`src/rtl/onehot_decoder_seq_pkg.sv`:
```
// Shared definitions for the sequential one-hot decoder: index-width helper
// and the command state encoding.
package onehot_decoder_seq_pkg;

  // Ceiling log2, floored at 1 so a 2-output decoder still has a 1-bit index.
  function automatic int log2c(input int value);
    int r;
    r = 0;
    for (int i = 0; i < 31; i++) begin
      if ((1 << i) < value) r = i + 1;
    end
    return (r == 0) ? 1 : r;
  endfunction

  typedef enum logic [1:0] {
    ST_IDLE   = 2'd0,
    ST_SINGLE = 2'd1,
    ST_SCAN   = 2'd2
  } state_e;

endpackage

```
`src/rtl/onehot_decoder_seq_decode.sv`:
```
// Combinational binary-to-one-hot decode with range check against N
// (not 2**IW), so out-of-range indices produce an all-zero vector plus err.
module onehot_decode_comb #(
  parameter int N  = 8,
  parameter int IW = 3
) (
  input  logic [IW-1:0] idx_i,
  output logic [N-1:0]  onehot_o,
  output logic          err_o
);

  assign err_o = ({1'b0, idx_i} >= (IW+1)'(N));

  generate
    for (genvar gi = 0; gi < N; gi++) begin : g_bit
      assign onehot_o[gi] = (idx_i == IW'(gi)) & ~err_o;
    end
  endgenerate

endmodule

```
`src/rtl/onehot_decoder_seq.sv`:
```
// Sequential binary-to-one-hot decoder with valid/ready on both sides and an
// optional scan mode that walks the select from a start index up to N-1.
module onehot_decoder_seq
  import onehot_decoder_seq_pkg::*;
#(
  parameter  int N  = 8,
  localparam int IW = log2c(N)
) (
  input  logic          clk,
  input  logic          rst_n,
  input  logic [IW-1:0] in_idx,
  input  logic          in_none,
  input  logic          in_scan,
  input  logic          in_valid,
  output logic          in_ready,
  output logic [N-1:0]  out_onehot,
  output logic          out_none,
  output logic          out_err,
  output logic          out_last,
  output logic          out_valid,
  input  logic          out_ready
);

  localparam logic [IW-1:0] LAST_IDX = IW'(N - 1);

  state_e        state_q, state_d;
  logic [IW-1:0] cursor_q, cursor_d;
  logic [N-1:0]  onehot_q, onehot_d;
  logic          none_q, none_d;
  logic          err_q, err_d;
  logic          last_q, last_d;
  logic          valid_q, valid_d;

  logic          in_fire, out_fire;
  logic [N-1:0]  load_onehot, step_onehot;
  logic          load_err, step_err;
  logic [IW-1:0] step_idx;

  // cursor never passes N-1 while a non-last beat is pending, so +1 cannot wrap
  assign step_idx = cursor_q + 1'b1;

  onehot_decode_comb #(.N(N), .IW(IW)) u_load_dec (
    .idx_i    (in_idx),
    .onehot_o (load_onehot),
    .err_o    (load_err)
  );

  onehot_decode_comb #(.N(N), .IW(IW)) u_step_dec (
    .idx_i    (step_idx),
    .onehot_o (step_onehot),
    .err_o    (step_err)
  );

  // Reload in the same cycle the final beat leaves keeps single mode at full rate.
  assign in_ready = (state_q == ST_IDLE) | (valid_q & out_ready & last_q);
  assign in_fire  = in_valid & in_ready;
  assign out_fire = valid_q & out_ready;

  always_comb begin
    state_d  = state_q;
    cursor_d = cursor_q;
    onehot_d = onehot_q;
    none_d   = none_q;
    err_d    = err_q;
    last_d   = last_q;
    valid_d  = valid_q;

    if ((state_q == ST_SCAN) && out_fire && !last_q) begin
      cursor_d = step_idx;
      onehot_d = step_onehot;
      err_d    = step_err;
      last_d   = (step_idx == LAST_IDX);
    end else if (in_fire) begin
      valid_d  = 1'b1;
      none_d   = in_none;
      cursor_d = in_idx;
      if (in_none || load_err) begin
        state_d  = ST_SINGLE;
        onehot_d = '0;
        err_d    = load_err & ~in_none;
        last_d   = 1'b1;
      end else if (!in_scan) begin
        state_d  = ST_SINGLE;
        onehot_d = load_onehot;
        err_d    = 1'b0;
        last_d   = 1'b1;
      end else begin
        state_d  = ST_SCAN;
        onehot_d = load_onehot;
        err_d    = 1'b0;
        last_d   = (in_idx == LAST_IDX);
      end
    end else if (out_fire) begin
      state_d = ST_IDLE;
      valid_d = 1'b0;
    end
  end

  always_ff @(posedge clk or negedge rst_n) begin
    if (!rst_n) begin
      state_q  <= ST_IDLE;
      cursor_q <= '0;
      onehot_q <= '0;
      none_q   <= 1'b0;
      err_q    <= 1'b0;
      last_q   <= 1'b0;
      valid_q  <= 1'b0;
    end else begin
      state_q  <= state_d;
      cursor_q <= cursor_d;
      onehot_q <= onehot_d;
      none_q   <= none_d;
      err_q    <= err_d;
      last_q   <= last_d;
      valid_q  <= valid_d;
    end
  end

  assign out_onehot = onehot_q;
  assign out_none   = none_q;
  assign out_err    = err_q;
  assign out_last   = last_q;
  assign out_valid  = valid_q;

endmodule

```
`config.mk`:
```
export PLATFORM = sky130hd
export DESIGN_NAME = onehot_decoder_seq
export DESIGN_NICKNAME = d
export VERILOG_FILES = /design/src/rtl/onehot_decoder_seq_pkg.sv /design/src/rtl/onehot_decoder_seq_decode.sv /design/src/rtl/onehot_decoder_seq.sv
export SDC_FILE = /design/constraint.sdc
export NUM_CORES = 1
export LEC_CHECK = 0
export ABC_AREA = 1
export CORE_MARGIN = 2
export CORE_UTILIZATION = 25
export CTS_CLUSTER_SIZE = 12
export DETAILED_ROUTE_END_ITERATION = 8
export PLACE_DENSITY = 0.44
export SYNTH_ARGS = -nofsm -noshare
export SYNTH_HDL_FRONTEND = slang
export SYNTH_SLANG_ARGS = --single-unit
```
`constraint.sdc`:
```
create_clock -name clk -period 1.35 [get_ports clk]
set_input_delay 0.135 -clock clk [delete_from_list [all_inputs] [get_ports clk]]
set_output_delay 0.135 -clock clk [all_outputs]
set_load 0.02 [all_outputs]
```
==> summary.md <==
| Metric | Value |
|---|---|
| Final Setup Violations | `0` |
| GPL Wtd Cong | `between 0.7 and 0.8` |
| WL/cell | `10.5 um` |
| Peak supply drop | `between 0.0007 and 0.0008 V` |
| Accumulated negative setup slack | `0 ns` |
| Routed Antenna Nets | `0` |
| Area of the die | `roughly 4700 um2` |
| Switching Fraction | `a little over two fifths` |
| RSZ-0062 raised after global routing | `no` |
| Hold WS | `approximately 0.22 ns` |
| Critical path's slowest cell | `dfrtp_1` |
| CTS tree | `built` |
| Synthesized Nets | `between 150 and 200` |
| Initial Util | `between 20% and 30%` |
| Initial antenna violation count | `0` |
| YS warnings | `0` |
| Layout area overhead | `42.8%` |
| Internal Pwr Total | `1510 uW` |
| PortBufs | `20` |
| Fin. Hold Viols | `0` |
| Die height | `68.5 um` |
| Maximum level of the CTS H-tree | `1` |
| DP HPWL | `1940 um` |
| Post-Synth Adder-Cell Area | `roughly 6.0%` |
| First-pass GRT wire length | `around 4300 um` |
| CTS root buf | `clkbuf_8` |
| Run status | `finished clean` |
| Critical Path, Cell by Cell | `inv_1 > nand2_1 > nand2_2 > clkdlybuf4s15_1` |
| CP Max Fanout | `2` |
| Slew Viols, Final | `0` |
| Buf+Inv Stages, Crit Path | `2` |
| Total track usage | `between 10% and 20%` |
| CTS Buffer Depth | `2` |
| Clock tree sinks | `16` |
| Mux cell area share after synthesis | `0%` |
| DRC violations left | `0` |
| Largest family of logic cells by synthesized area | `simple AND/OR/NAND/NOR gates` |
| Share of layout cells above drive strength 1 | `20.7%` |
| Filler cell count | `430` |
| Largest net degree at the start of global routing | `17` |
| Vias per cell | `roughly 4.2` |
| Min Tclk post-route | `1.28 ns` |
| Worst EP arrival | `approximately 1.2 ns` |
| Synthesis-stage register bit count | `16` |
| Grt total ovfl | `0` |
| Sequential share of the synthesized area | `approximately two fifths` |
| Worst-Skew Late Latency | `about 0.25 ns` |
| Synth unique cells | `17` |
| Crit start category | `register` |
| Simple-gate area share of the yosys netlist | `between 40 and 50%` |
| Core Footprint | `between 4000 and 5000 um2` |
| # nets final | `about 200` |
| Combinational share of power | `a little under three fifths` |
| Post-synthesis compound-gate area fraction | `less than 1%` |
| Maximum clock rate | `779 MHz` |
| Sw Pwr | `1110 uW` |
| Iter 0 DRT Violations | `44` |
| Clock group share of total power | `roughly 14%` |
| Fin cells | `roughly 240` |
| Setup CP Type | `reg2out` |
| Post-synthesis xor/xnor area fraction | `0%` |
| Lkg Pwr | `~0.0009 uW` |
| DP Cell Count | `about 230` |
| Hold_buf cts | `0` |
| Drt pass-1 iters | `4` |
| Util after Layout | `a little under two fifths` |
| Cell area power density | `between 1500 and 2000 nW/um2` |
| CTS Buf Count | `3` |
| Min-delay worst type | `in2async` |
| Avg Cell Area, Syn | `6.92 um2` |
| Max Cap Violations | `0` |
| Clk_skew | `0.000922 ns` |
| Flop pwr share | `between 20% and 30%` |
| Site Rows | `23` |
| Vias in the first global route | `between 900 and 1,000` |
| Antenna cells | `0` |
| Clock slew at reported path FFs | `0.06 ns` |
| Vias post-DR | `approximately 1,000` |
| Power, Total | `2610 uW` |
| Period utilization | `95.1%` |
| WL final | `2490 um` |
| Max incr delay on CP | `around 0.39 ns` |
| Worst Setup End Kind | `primary output` |
| Post-Syn Instances | `150` |
| Cell family with most CP delay | `flip-flops` |
| Die W | `roughly 68 um` |
| Mapped cell area | `1040 um2` |
| Crit path required time | `1.22 ns` |
| # IOs | `22` |
## worst reg2reg max path: stages, from the launching register on
cell and delay (ns):
dfrtp_1 0.38, buf_4 0.15, inv_2 0.07, ha_2 0.17, inv_1 0.04, nor2_1 0.11, nand2_1 0.08, nand2_1 0.07
nand2_1 0.05, nand2_1 0.05
## timing repair
item	CTS	global route
pin swaps	0	1
setup buffers	0	1
gates resized for setup	6	14
endpoints found under the setup margin	6	17
## final timing paths
| path | startpoint | endpoint | slack [ns] | cells past startpoint |
|---|---|---|---|---|
| worst min-delay path | rst_n | out_last | 0.22 | 2 |
| min in group clk | out_onehot[5] | out_onehot[5] | 0.48 | 2 |
| max in group asynchronous | rst_n | out_onehot[3] | 0.94 | 2 |
| worst max-delay path | state_q[0] | in_ready | 0.07 | 4 |
| worst max register to register | cursor_q[0] | out_last | 0.13 | 9 |
| worst min register to register | out_onehot[5] | out_onehot[5] | 0.48 | 2 |
## cell usage after synthesis, drive strengths merged
library cell	number	area [um2]
buf	6	45.0
inv	18	67.6
conb	1	3.75
nor3	4	20.0
nor2	13	63.8
dfrtp	16	400
nand3	19	108
nand2	67	262
o22ai	1	6.26
ha	5	62.6
## routing by layer
layer  GRT usage [%]  part of all wire (%)  up-vias
li1                -                     -      536
met1            17.1                    50      436
met2            17.5                    43       29
met3            3.29                   6.0        4
met4            6.25                   1.4        0
met5               0                     0        -
## registers in the layout, summed over array words and instances, names as in the netlist
name,cells
cursor_q,3
out_last,1
out_none,1
out_onehot,8
out_valid,1
state_q,2
## cells in the final DEF (no fill, tap or decap)
cell type and instances:
nand2_1 62, buf_4 20, nand3_1 18, dfrtp_1 16
inv_1 14, nor2_1 9, clkdlybuf4s50_1 8, dlymetal6s2s_1 6
dlygate4sd2_1 5, inv_2 4, nand2_2 4, nor3_1 4
ha_1 4, clkbuf_8 3, nor2_4 2, nor2_2 2
nand3_4 1, nand2_4 1, o22ai_1 1, ha_2 1
conb_1 1, clkdlybuf4s15_1 1, buf_6 1
## final cells by class
class / count / area (um2) / area share (%)
multi-input cells: 110 / 541 / 36.5
flip-flops and latches: 16 / 400 / 27.0
repair buffers: 41 / 370 / 25.0
inverters: 18 / 67.6 / 4.56
well taps: 50 / 62.6 / 4.22
clock buffers: 3 / 41.3 / 2.78
## kinds of logic after synthesis
logic type | after synthesis
flops | 16
other cells | 1
compound gates | 1
buf+inv | 24
fa+ha+maj | 5
simple gates | 103
## power by group through the flow
stage                     Sequential (uW)  Clock [uW]  Combinational [uW]
final                                 764         364                1490
after global routing                  782         403                1670
after CTS                             764         376                1450
after detailed placement              773           0                1490
after global placement                769           0                1480
after floorplan                       915           0                 680
## per-stage QoR
stage | setup slack, ns | instance area, um2
floorplan | 0.123 | 1040
global placement | -0.153 | 1410
detailed placement | -0.171 | 1410
CTS | 0.000651 | 1440
global route | 0.00989 | 1480
finish | 0.0661 | 1480
Note: power is estimated with default switching activity, not from simulation.
==> patch 1 (config.mk and constraints unchanged) <==
`N` is set to 8 in 2 places; all go to 16.
--- a/src/rtl/onehot_decoder_seq_decode.sv
+++ b/src/rtl/onehot_decoder_seq_decode.sv
@@ -1,7 +1,7 @@
 // Combinational binary-to-one-hot decode with range check against N
 // (not 2**IW), so out-of-range indices produce an all-zero vector plus err.
 module onehot_decode_comb #(
-  parameter int N  = 8,
+  parameter int N  = 16,
   parameter int IW = 3
 ) (
   input  logic [IW-1:0] idx_i,
--- a/src/rtl/onehot_decoder_seq.sv
+++ b/src/rtl/onehot_decoder_seq.sv
@@ -3,7 +3,7 @@
 module onehot_decoder_seq
   import onehot_decoder_seq_pkg::*;
 #(
-  parameter  int N  = 8,
+  parameter  int N  = 16,
   localparam int IW = log2c(N)
 ) (
   input  logic          clk,
Interface: changed (resized in_idx and out_onehot); port bits go from 22 to 31. The function was not compared with the original's and may differ.
==> patch 1 against the original RTL <==
- synthesized cell count is 28% higher
- setup slack worse by 0.049 ns
- sequential cell count is 9 higher
- total power is 37% higher
- register-to-register slack worse by 0.11 ns
- final area is 44% higher
- synthesized area is 40% higher
- routed wire length is 62% higher
- largest cell class unchanged
==> patch 1: results <==
[run_status]
outcome = "finished clean"

[routing]
first_iter_violations = 52
route.final.wire_length_um = 4020
route.layer.met1.wl_um = 2080
wl_met2_um = 1690
met3WireLength_um = 200
vias_per_cell = 4.38

[global_routing]
grt_pass1_wl_um = 6600
globalRouteTotalUtil_pct = 13.3
grt_util_met3_pct = 1.57

[finish]
layout.non_clock_inverters = 21
fill_cells = 622
fin_cells = 323
multi_input_cells = 142
area_share_clock_buf_inv_pct = 2.18
nonClkBufAreaFrac_pct = 24.3

[clock_network]
clk-insertion-delay-late_ns = 0.27
cts_resized = 24
clk_pin_slew_worst_paths_ns = 0.10
post_cts_setup_buffers = 1

[synth]
synth_area_leaders = "sky130_fd_sc_hd__dfrtp_1 43%, sky130_fd_sc_hd__nand3_1 15%, sky130_fd_sc_hd__nand2_1 12%"
yosysSeqAreaShare_pct = 43.0
synthesis.nets = 206
syn-instance-count = 192

[place]
dp_cell_count = 314
dp_hpwl_um = 2910
postPlaceCellArea_um2 = 2000
port_buffers = 29
place_ws_ns = -0.212

[sta]
min_period_over_period_pct = 98.8
skew_ns = 0.00186

[floorplanning]
tap-cell-count = 72

[critical_path]
worst_ep_arrival_time_ns = 1.55
setup.worst_path.end = "out_onehot[12]"
end_kind = "register"
critPathSlowestCell = "sky130_fd_sc_hd__dfrtp_2"

[pwr]
intPower_w = 0.00200
clock_power_share_pct = 13.2
max-vdd-ir-drop_uv = 709
==> patch 1: cell types whose count changed after synthesis, moves of 5 or more <==
| cell | before | now |
|---|---|---|
| sky130_fd_sc_hd__dfrtp_1 | 16 | 25 |
| sky130_fd_sc_hd__nand2_1 | 63 | 48 |
| sky130_fd_sc_hd__nand2_2 | 4 | 9 |
| sky130_fd_sc_hd__nand3_1 | 18 | 43 |
| sky130_fd_sc_hd__nor2_1 | 9 | 22 |
==> patch 1: through the flow <==
step                util [%]  setup TNS (ns)  hold slack [ns]
floorplan                  -               0           -0.161
global placement        35.8           -2.75            0.471
detailed placement      35.8           -2.96            0.474
CTS                     36.4               0            0.231
global route            38.2          -0.202            0.260
finish                  38.2               0            0.217
==> patch 1: kinds of logic after synthesis <==
family / share of synthesized area (%)
compound gates: 1.38
buf+inv: 8.51
flops: 43.0
other cells: 0.258
simple gates: 43.4
fa+ha+maj: 3.44
==> patch 2 (config.mk and constraints unchanged) <==
Made on the original files. Make the reset (`rst_n`) synchronous in one clocked block.
--- a/src/rtl/onehot_decoder_seq.sv
+++ b/src/rtl/onehot_decoder_seq.sv
@@ -96,7 +96,7 @@
     end
   end
 
-  always_ff @(posedge clk or negedge rst_n) begin
+  always_ff @(posedge clk) begin
     if (!rst_n) begin
       state_q  <= ST_IDLE;
       cursor_q <= '0;
Behaviour: differs if rst_n is asserted again (counterexample within 4 cycles, from zero or initial values and one cycle with rst_n low); with rst_n held inactive, the same outputs for 10 cycles.
==> patch 2 against the original RTL <==
- maximum frequency decreased by 1.9%
- utilization increased by 3.0 points
- critical endpoint is now cursor_q[2]
- final area decreased by 1.2%
- setup slack got worse by 0.025 ns
- routed wire length increased by 9.0%
- synthesized area decreased by 7.8%
- critical path type is now reg2reg
- sequential cell count unchanged
Power is not compared: it rests on default switching activity, and its combinational part moved more than twofold at a synthesized area within 25%.
==> patch 2: results <==
[finish]
drive_above_1_share_pct = 26.0
largest_register_ff_count = 8
final_net_count = 196
layout.cell_area.non_filler_um2 = 1470
fill_cells = 395

[sta]
hold_slack_ns = 0.502

[critical_path]
r2r_cells = 6
worst-path-max-fanout = 4
critical_path.reg2reg.startpoint = "cursor_q[0]"
critical_path.max_stage_delay_ns = 0.39
timing.reg2reg.setup_slack_ns = 0.04
critPathSlowestCell = "sky130_fd_sc_hd__dfxtp_1"
r2r-end = "cursor_q[2]"

[place]
place_ws_ns = -0.250
dp_cell_count = 223
postPlaceCellArea_um2 = 1320
dp_hpwl_um = 2040
place_congestion = 0.850

[global_routing]
globalRouteTotalUtil_pct = 13.2
grt_start_max_net_pins = 12
grt.met2_usage_pct = 21.2
grt_util_met3_pct = 2.90
use_met1_pct = 16.9
first_global_vias = 977

[routing]
first_iter_violations = 27
route.final.wire_length_um = 2710
vias_per_cell = 4.48
dr_vias = 1027

[synth]
yosys.cell_types.count = 22
yosysSeqAreaShare_pct = 33.5
synth_top_cells_by_count = "26 x sky130_fd_sc_hd__nand2_1, 21 x sky130_fd_sc_hd__nand3_1, 20 x sky130_fd_sc_hd__nor2_1, 17 x sky130_fd_sc_hd__inv_1, 16 x sky130_fd_sc_hd__dfxtp_1"
async_flop_share_pct = 0
avgSynthCellArea_um2 = 6.74
synthesis.nets = 156

[run_status]
outcome = "finished clean"

[pwr]
leakage_nw = 0.808
## patch 2: changes by cell type after synthesis, moves of 2 or more
cell	delta
sky130_fd_sc_hd__a21oi_1	+6
sky130_fd_sc_hd__buf_2	-3
sky130_fd_sc_hd__dfrtp_1	-16
sky130_fd_sc_hd__dfxtp_1	+16
sky130_fd_sc_hd__inv_2	-2
sky130_fd_sc_hd__nand2_1	-37
sky130_fd_sc_hd__nand2_4	+2
sky130_fd_sc_hd__nand3_1	+3
sky130_fd_sc_hd__nand4_1	+3
sky130_fd_sc_hd__nor2_1	+11
sky130_fd_sc_hd__nor2_2	-2
sky130_fd_sc_hd__nor3_1	-2
sky130_fd_sc_hd__o21ai_0	+5
sky130_fd_sc_hd__o21ai_1	+6
## patch 2: routing by layer
layer / share of wire (%) / wire (um) / vias to the layer above
li1: - / - / 531
met1: 48 / 1290 / 460
met2: 45 / 1230 / 31
met3: 5.5 / 148 / 5
met4: 1.5 / 42 / 0
met5: 0 / 0 / -
## patch 2: worst max-delay path, delay by kind of cell (launching register included)
family                   cells  cell delay (ns)
flip-flops                   1             0.39
adder cells (fa/ha/maj)      1             0.25
AND/OR/NAND/NOR              3             0.26
AO/OA/AOI/OAI                1             0.09
XOR/XNOR                     1             0.26
## patch 2: timing repair
action | 4_1_cts | 5_1_grt
hold buffers | 0 | 0
gates resized for setup | 3 | 31
endpoints found under the setup margin | 3 | 22
hold endpoints to repair | 0 | 0
gates cloned | 0 | 1
pin swaps | 0 | 2
buffers inserted | 0 | 1
## patch 2: kinds of logic (layout without fill, tap and decap cells)
| logic type | after synthesis | after routing | synth area share (%) |
|---|---|---|---|
| and+or+nand+nor | 79 | 80 | 38.2 |
| AOI/OAI and AO/OA | 18 | 18 | 9.80 |
| buffers and inverters | 21 | 59 | 9.80 |
| adders and majority gates | 5 | 5 | 6.54 |
| other | 1 | 1 | 0.392 |
| xor gates and xnor gates | 2 | 2 | 1.83 |
| DFF | 16 | 16 | 33.5 |
## patch 2: final cells by class
cell class | instances | share of cell area [%]
clock buffers | 4 | 3.76
inverters | 17 | 4.36
multi-input cells | 106 | 41.6
flip-flops and latches | 16 | 22.0
well taps | 48 | 4.10
repair buffers | 38 | 24.2
## patch 2: report_power, final
part	switching [W]	internal, W	leakage [nW]
sequential	0.0000333	0.000515	0.132
clock	0.000184	0.000260	0.0288
combinational	0.000243	0.000190	0.648
## patch 2: worst max-delay path by stage
stage / start / end / slack, ns / depth (start not counted)
2_1_floorplan: out_last / out_onehot[6] / 0.007 / 8
3_3_place_gp: out_ready / in_ready / -0.23 / 4
3_5_place_dp: out_ready / in_ready / -0.25 / 4
4_1_cts: out_onehot[0] / out_onehot[0] / 0.000001 / 1
5_1_grt: cursor_q[0] / cursor_q[2] / -0.05 / 6
6_report: cursor_q[0] / cursor_q[2] / 0.04 / 6
